<file path="config.mk">
export PLATFORM = sky130hd
export DESIGN_NAME = tx_gearbox_sequencer
export DESIGN_NICKNAME = d
export VERILOG_FILES = /design/src/rtl/tx_gearbox_sequencer.sv
export SDC_FILE = /design/constraint.sdc
export NUM_CORES = 1
export LEC_CHECK = 0
export ABC_CLOCK_PERIOD_IN_PS = 2100
export CAP_MARGIN = 30
export CORE_MARGIN = 2
export CORE_UTILIZATION = 30
export CTS_CLUSTER_SIZE = 12
export DETAILED_ROUTE_END_ITERATION = 10
export PLACE_DENSITY = 0.59
export SLEW_MARGIN = 20
export SYNTH_ARGS = -nofsm -noshare
export SYNTH_HDL_FRONTEND = slang
export SYNTH_SLANG_ARGS = --single-unit
</file>
<file path="constraint.sdc">
create_clock -name i_txc -period 2.1 [get_ports i_txc]
set_clock_uncertainty 0.05 [all_clocks]
set_input_delay 0.63 -clock i_txc [delete_from_list [all_inputs] [get_ports i_txc]]
set_output_delay 0.63 -clock i_txc [all_outputs]
set_load 0.02 [all_outputs]
</file>
<file path="src/rtl/tx_gearbox_sequencer.sv">
// Gearbox sequencer for a 64b/66b-style TX path: brings the encoder up after a hold-off,
// then cycles the gearbox sequence, pause, half-word select and MAC ready; all outputs registered.
module tx_gearbox_sequencer #(
  parameter int SEQ_MAX    = 32,
  parameter int INIT_HOLD  = 4,
  parameter int READY_LEAD = 1
) (
  input  logic       i_txc,
  input  logic       i_reset,
  input  logic       i_init_done,
  input  logic       i_force_resync,
  input  logic       i_mac_valid,
  output logic [5:0] o_gearbox_seq,
  output logic       o_tx_pause,
  output logic       o_frame_word,
  output logic       o_tx_ready,
  output logic       o_enc_init_done,
  output logic       o_seq_err
);

  localparam int SW = (SEQ_MAX < 2) ? 1 : $clog2(SEQ_MAX + 1);
  localparam logic [SW-1:0] SEQ_LAST  = SW'(SEQ_MAX);
  localparam logic [SW-1:0] SEQ_PRE   = SW'(SEQ_MAX - 1);
  localparam logic [7:0]    HOLD_LAST = 8'(INIT_HOLD - 1);

  typedef enum logic [1:0] {WAIT_INIT, HOLD, RUN} state_t;

  state_t        state_q, state_d;
  logic [7:0]    hold_q, hold_d;
  logic [SW-1:0] seq_q, seq_d;
  logic          pause_q, pause_d;
  logic          fw_q, fw_d;
  logic          rdy_q, rdy_d;
  logic          enc_q, enc_d;
  logic          err_q, err_d;
  logic          run_d;

  always_comb begin
    state_d = state_q;
    hold_d  = hold_q;
    seq_d   = '0;
    case (state_q)
      WAIT_INIT: begin
        if (i_init_done) begin
          state_d = HOLD;
          hold_d  = '0;
        end
      end
      HOLD: begin
        if (!i_init_done) begin
          state_d = WAIT_INIT;
          hold_d  = '0;
        end else if (hold_q == HOLD_LAST) begin
          state_d = RUN;
          hold_d  = '0;
        end else begin
          hold_d = hold_q + 8'd1;
        end
      end
      RUN: begin
        // Resync wins over both the natural wrap and a pause that was about to start.
        if (!i_init_done) begin
          state_d = WAIT_INIT;
        end else if (i_force_resync || (seq_q == SEQ_LAST)) begin
          seq_d = '0;
        end else begin
          seq_d = seq_q + SW'(1);
        end
      end
      default: state_d = WAIT_INIT;
    endcase

    run_d   = (state_d == RUN);
    pause_d = run_d && (seq_d == SEQ_LAST);
    fw_d    = 1'b0;
    if (run_d) begin
      fw_d = pause_d ? fw_q : seq_d[0];
    end
    // With a one-cycle lead, ready drops one cycle ahead of the pause it protects.
    if (READY_LEAD == 0) begin
      rdy_d = run_d && !pause_d;
    end else begin
      rdy_d = run_d && (seq_d != SEQ_PRE);
    end
    enc_d = run_d;
    err_d = err_q | ((state_q == RUN) && i_mac_valid && !rdy_q);
  end

  always_ff @(posedge i_txc) begin
    if (i_reset) begin
      state_q <= WAIT_INIT;
      hold_q  <= '0;
      seq_q   <= '0;
      pause_q <= 1'b0;
      fw_q    <= 1'b0;
      rdy_q   <= 1'b0;
      enc_q   <= 1'b0;
      err_q   <= 1'b0;
    end else begin
      state_q <= state_d;
      hold_q  <= hold_d;
      seq_q   <= seq_d;
      pause_q <= pause_d;
      fw_q    <= fw_d;
      rdy_q   <= rdy_d;
      enc_q   <= enc_d;
      err_q   <= err_d;
    end
  end

  always_comb begin
    o_gearbox_seq           = '0;
    o_gearbox_seq[SW-1:0]   = seq_q;
  end

  assign o_tx_pause      = pause_q;
  assign o_frame_word    = fw_q;
  assign o_tx_ready      = rdy_q;
  assign o_enc_init_done = enc_q;
  assign o_seq_err       = err_q;

endmodule

</file>
==> results.tsv, run 1 <==
metric	value	unit
period_minus_slack	1.94	ns
drt_iter0_drc	16	
p_leak	0.513	nW
antenna_cells	0	
avgSynthCellArea	8.82	um2
crit_cells	1	
yosys-top-cells-area	dfxtp_1, nor2_1, a311oi_1	
area_growth	26.0	%
track_usage	0.118	
vias	878	
core_area	3100	um2
cts.reportedPaths.clkPinSlew	0.11	ns
wl_per_cell	11.5	um
cp-start-kind	flip-flop	
clock_path_buffers	2	
portBuffers	15	
final_core_util	0.405	
min_path_type	reg2reg	
vias_per_cell	4.91	
r2r_cells	5	
relSlewSlack	0.754	
grt_pass1_wl	3460	um
initial_utilization	0.321	
crit_buf_inv	1	
layout_commonest_cell	dfxtp_1	
hpwl	1600	um
cts_hold_buf	0	
finalSetupViolations	0	
endpoint_kind	primary output	
synth-seq-cells	21	
die_h	61.7	um
synth_top_cell_by_area	dfxtp_1	
worst_pin_slew	0.366	ns
drive_above_1_share	0.104	
fp.dieArea	3800	um2
cp_max_fo	2	
grt_max_degree	12	
setup.worst_path.end	o_frame_word	
yosysWarnings	0	
hold_viol_final	0	
r2r_setup_slack	0.38	ns
row_count	20	
worst_setup_path_startpoint	o_frame_word	
drc	0	
gr-total-overflow	0	
rsz0062_at_grt	no	
peakVddDrop	0.348	mV
dp_worst_setup_slack	-0.0385	ns
ant_nets	0	
slew_violations	0	
gp_congestion	0.764	
grt_pass1_vias	844	
tns	0	ns
die_w	61.7	um
crit_family	buffers and inverters	
p_per_area	498	nW/um2
fin_crit_sh	0.925	
final_cell_mix	dfxtp_1, nor2_1, clkdlybuf4s50_1	
status	completed	
syn_nets	121	
ios	16	
worstReg2RegEnd	hold_q[7]	
synth_top_area_share	0.422	
critPathArrivalTime	1.26	ns
cts_tree	built	
r2r_start	hold_q[0]	
clk_latency	0.30	ns
cpPeakStageDelay	0.61	ns
cts_max_level	1	
cts_root_buf	clkbuf_4	
max_cap_viol_count	0	
worstPathRequired	1.42	ns
path_cells	clkdlybuf4s50_1	
cts_buffers	3	
antenna_found_initial	0	
fmax	0.515	GHz
clock_sinks	21	
crit_type	reg2out	
post-cts-setup-buffers	0	
synth_cell_types	38	
totalWireLength	2060	um
crit_slowest_cell	clkdlybuf4s50_1	
ys_seq_area_frac	0.422	
drt-pass1-iter-count	4	
synthesis.area	997	um2
setup_ws	0.157	ns
syn_inst	113	
nets	144	
## state kept, by name (all words and copies together) (netlist names)
signal,count
hold_q,8
o_enc_init_done,1
o_frame_word,1
o_gearbox_seq,6
o_seq_err,1
o_tx_pause,1
o_tx_ready,1
state_q,2
## cells in the mapped netlist
cell	instances
a21oi_1	4
and3_1	1
xnor2_1	2
or2_2	1
nand2b_1	2
a311oi_1	5
nand4b_1	1
nand3b_1	3
nand3_1	5
o21ai_0	2
a41oi_1	1
nor3_1	2
and2_1	1
o41a_1	1
mux2i_1	1
or2_1	1
xor2_1	2
buf_4	3
inv_1	9
o22ai_1	1
ha_1	3
a21bo_2	1
nor4bb_1	1
dfxtp_1	21
nor4b_2	1
nand4_1	1
a21oi_2	1
a31oi_1	3
nor2_1	18
or3b_1	1
o311ai_1	1
and4b_2	1
and2b_1	1
o21bai_1	2
a211oi_1	1
nand2_1	6
a22oi_1	1
o2111ai_1	1
## stage by stage
step           hold WS, ns  instances  power [mW]  instance area (um2)
2_1_floorplan        0.396        113       0.426                  997
3_5_place_dp         0.418        175       0.442                 1220
6_report             0.443        179       0.626                 1260
5_1_grt              0.471        179       0.646                 1260
3_3_place_gp         0.403        175       0.441                 1220
4_1_cts              0.442        179       0.632                 1250
## final cells by class
type,count,area [um2]
repair buffers,21,200
multi-input cells,80,520
flip-flops and latches,21,420
inverters,9,33.8
clock buffers,4,26.3
fillers,332,1850
well taps,44,55.1
## power by group
part	leakage [nW]	internal, mW	switching (mW)
Clock	0.0150	0.0740	0.119
Sequential	0.169	0.400	0.00190
Combinational	0.329	0.0164	0.0146
Total	0.513	0.490	0.135
## routing by layer
| metal | global-route usage | up-vias | wire length, um | part of all wire |
|---|---|---|---|---|
| li1 | - | 449 | - | - |
| met2 | 0.202 | 22 | 1030 | 0.50 |
| met5 | 0 | - | 0 | 0 |
| met1 | 0.153 | 405 | 911 | 0.44 |
| met3 | 0.0378 | 2 | 110 | 0.053 |
| met4 | 0.00912 | 0 | 4 | 0.0019 |
## how the worst min path moves through the flow
stage          cells after the start  startpoint         to  slack, ns
6_report                           2   o_seq_err  o_seq_err       0.44
2_1_floorplan                      1   hold_q[7]  hold_q[7]       0.40
3_5_place_dp                       2   o_seq_err  o_seq_err       0.42
5_1_grt                            2   o_seq_err  o_seq_err       0.47
4_1_cts                            2   o_seq_err  o_seq_err       0.44
3_3_place_gp                       2   o_seq_err  o_seq_err       0.40
## cell families after synthesis
logic type	count (synthesis)	synth area share
AO/OA/AOI/OAI	25	0.186
XOR/XNOR	4	0.0351
adder cells (fa/ha/maj)	3	0.0376
buffers and inverters	12	0.0565
flip-flops	21	0.422
multiplexers	1	0.0100
AND/OR/NAND/NOR	47	0.253
## timing repair
action | 4_1_cts | 5_1_grt
resized for setup | 2 | 3
cloned | 0 | 0
setup endpoints to repair | 2 | 3
Power figures use the tool's default switching activity.
==> run 2: changes to the inputs <==
--- a/config.mk
+++ b/config.mk
@@ -11,6 +11,7 @@
 export CORE_UTILIZATION = 30
 export CTS_CLUSTER_SIZE = 12
 export DETAILED_ROUTE_END_ITERATION = 10
+export GPL_TIMING_DRIVEN = 0
 export PLACE_DENSITY = 0.59
 export SLEW_MARGIN = 20
 export SYNTH_ARGS = -nofsm -noshare
==> run 2 against run 1 <==
Clock power barely moved. Combinational power fell by 15%. Register-to-register slack barely moved. Sequential power barely moved. Hold slack got worse by 0.0084 ns. Die area did not move. First-iteration DRC count rose to 3.0 times the previous value. Worst setup slack got worse by 0.12 ns. Sequential share of layout area rose by 0.75 points. Largest power group unchanged. Highest routed layer is now met3.
==> results.tsv, run 2 (same netlist as run 1, synthesis figures left out) <==
metric	value	unit	change
status	completed		
cpPeakStageDelay	0.65	ns	+0.04 ns
cts.reportedPaths.clkPinSlew	0.11	ns	about the same
max_cap_viol_count	0		unchanged
hold_viol_final	0		unchanged
drc	0		unchanged
fin_crit_sh	0.983		+0.0578
ant_nets	0		unchanged
cts_hold_buf	0		unchanged
gr-total-overflow	0		unchanged
clk_latency	0.30	ns	about the same
initial_utilization	0.321		unchanged
slew_violations	0		unchanged
setup_ws	0.0357	ns	-0.121 ns
ios	16		unchanged
p_leak	0.497	nW	-3.2%
totalWireLength	2100	um	+2.0%
crit_type	reg2out		
track_usage	0.119		+0.000861
grt.met2_usage	0.197		-0.00451
fmax	0.484	GHz	-5.9%
cts_root_buf	clkbuf_4		
nets	140		-2.8%
path_cells	clkdlybuf4s50_1		
grt_util_met1	0.152		-0.00128
drt_iter0_drc	48		+32
hpwl	1500	um	-5.9%
crit_family	buffers and inverters		
finalPower	622	uW	-0.59%
cp_max_fo	6		+4
cts_tree	built		
row_count	20		unchanged
crit_cells	1		unchanged
die_w	61.7	um	unchanged
layout_commonest_cell	dfxtp_1		
endpoint_kind	primary output		
period_minus_slack	2.06	ns	+0.121 ns
antenna_cells	0		unchanged
worst_pin_slew	0.454	ns	+0.0885 ns
finalSetupViolations	0		unchanged
die_h	61.7	um	unchanged
antenna_found_initial	0		unchanged
wl_per_cell	12.0	um	+4.3%
min_path_type	reg2reg		
worstPathRequired	1.42	ns	about the same
cts_max_level	1		unchanged
portBuffers	14		-1
r2r_cells	5		unchanged
post-cts-setup-buffers	0		unchanged
stdcell_count	175		-2.2%
fill_cells	340		+2.4%
gp_congestion	0.823		+7.7%
largest_register_ffs	8		unchanged
crit_slowest_cell	clkdlybuf4s50_1		
fp.dieArea	3800	um2	unchanged
comb_power_share	0.042		-0.007
grt_pass1_wl	3390	um	-1.8%
cp-start-kind	flip-flop		
pwr-share-clk	0.312		+0.004
regMostFlops	hold_q		
p_per_area	505	nW/um2	+1.3%
clock_sinks	21		unchanged
crit_buf_inv	1		unchanged
swShare	0.219		+0.00214
p_int	486	uW	-0.86%
grt-busiest-layer	met2		
drt-pass1-iter-count	4		unchanged
critPathArrivalTime	1.38	ns	+0.12 ns
p_switching	136	uW	+0.39%
final_cell_mix	dfxtp_1, nor2_1, inv_1, clkdlybuf4s50_1, nand2_1		
p_seq_frac	0.646		+0.004
dp_worst_setup_slack	-0.227	ns	-0.188 ns
vias_per_cell	5.09		+3.7%
grt_pass1_vias	785		-7.0%
clock_path_buffers	2		unchanged
grtUsageMet3	0.0441		+0.00630
hold_depth	2		unchanged
drive_above_1_share	0.0916		-0.0121
relSlewSlack	0.695		-0.0594
core_area	3100	um2	unchanged
grt_max_degree	12		unchanged
cts_buffers	3		unchanged
dp.cells	171		-2.3%
area_growth	23.6	%	
vias	890		+1.4%
peakVddDrop	0.264	mV	-24%
[run 2: cell count changes in the layout (fill, tap and decap cells not counted), sizes merged]
cell / delta
buf: -3
clkdlybuf4s50: -1
[run 2: timing repair]
action	4_1_cts	5_1_grt
gates resized for setup	3	4
pin swaps	0	0
endpoints found under the setup margin	3	5
[run 2: final cells by class]
class	instances	area [um2]	share of cell area
repair buffers	14	145	0.118
multi-input cells	80	528	0.428
plain buffers	3	22.5	0.0183
inverters	9	33.8	0.0274
clock buffers	4	26.3	0.0213
flip-flops and latches	21	422	0.342
well taps	44	55.1	0.0447
[run 2: power groups by stage]
stage          Clock, mW  Sequential, mW  Combinational, mW
3_3_place_gp           0           0.411             0.0256
2_1_floorplan          0           0.410             0.0151
4_1_cts            0.204           0.402             0.0259
6_report           0.194           0.402             0.0263
5_1_grt            0.221           0.402             0.0291
3_5_place_dp           0           0.411             0.0258
[run 2: per-stage QoR]
stage | hold slack, ns | setup TNS (ns) | util | area (um2)
3_5_place_dp | 0.414 | -0.850 | 0.384 | 1190
4_1_cts | 0.440 | 0 | 0.392 | 1220
2_1_floorplan | 0.396 | 0 | - | 997
5_1_grt | 0.453 | -0.00627 | 0.397 | 1230
3_3_place_gp | 0.400 | -0.690 | 0.384 | 1190
6_report | 0.434 | 0 | 0.397 | 1230
[run 2: path summary, 6_finish.rpt]
| kind | slack, ns | startpoint | endpoint |
|---|---|---|---|
| min | 0.43 | o_seq_err | o_seq_err |
| max reg2reg | 0.37 | hold_q[0] | hold_q[7] |
| max | 0.04 | o_gearbox_seq[4] | o_gearbox_seq[4] |
| min reg2reg | 0.43 | o_seq_err | o_seq_err |
[run 2: per-layer routing]
metal | up-vias | wire length, um
li1 | 443 | -
met1 | 423 | 988
met2 | 24 | 1020
met3 | 0 | 92
met4 | 0 | 0
met5 | - | 0
==> run 3: changes to the inputs <==
--- a/config.mk
+++ b/config.mk
@@ -5,6 +5,7 @@
 export SDC_FILE = /design/constraint.sdc
 export NUM_CORES = 1
 export LEC_CHECK = 0
+export ABC_AREA = 0
 export ABC_CLOCK_PERIOD_IN_PS = 2100
 export CAP_MARGIN = 30
 export CORE_MARGIN = 2
@@ -17,3 +18,4 @@
 export SYNTH_ARGS = -nofsm -noshare
 export SYNTH_HDL_FRONTEND = slang
 export SYNTH_SLANG_ARGS = --single-unit
+export TNS_END_PERCENT = 1
==> results of run 3 <==
Same layout as run 2: the final DEF is identical, and so are final timing and power.
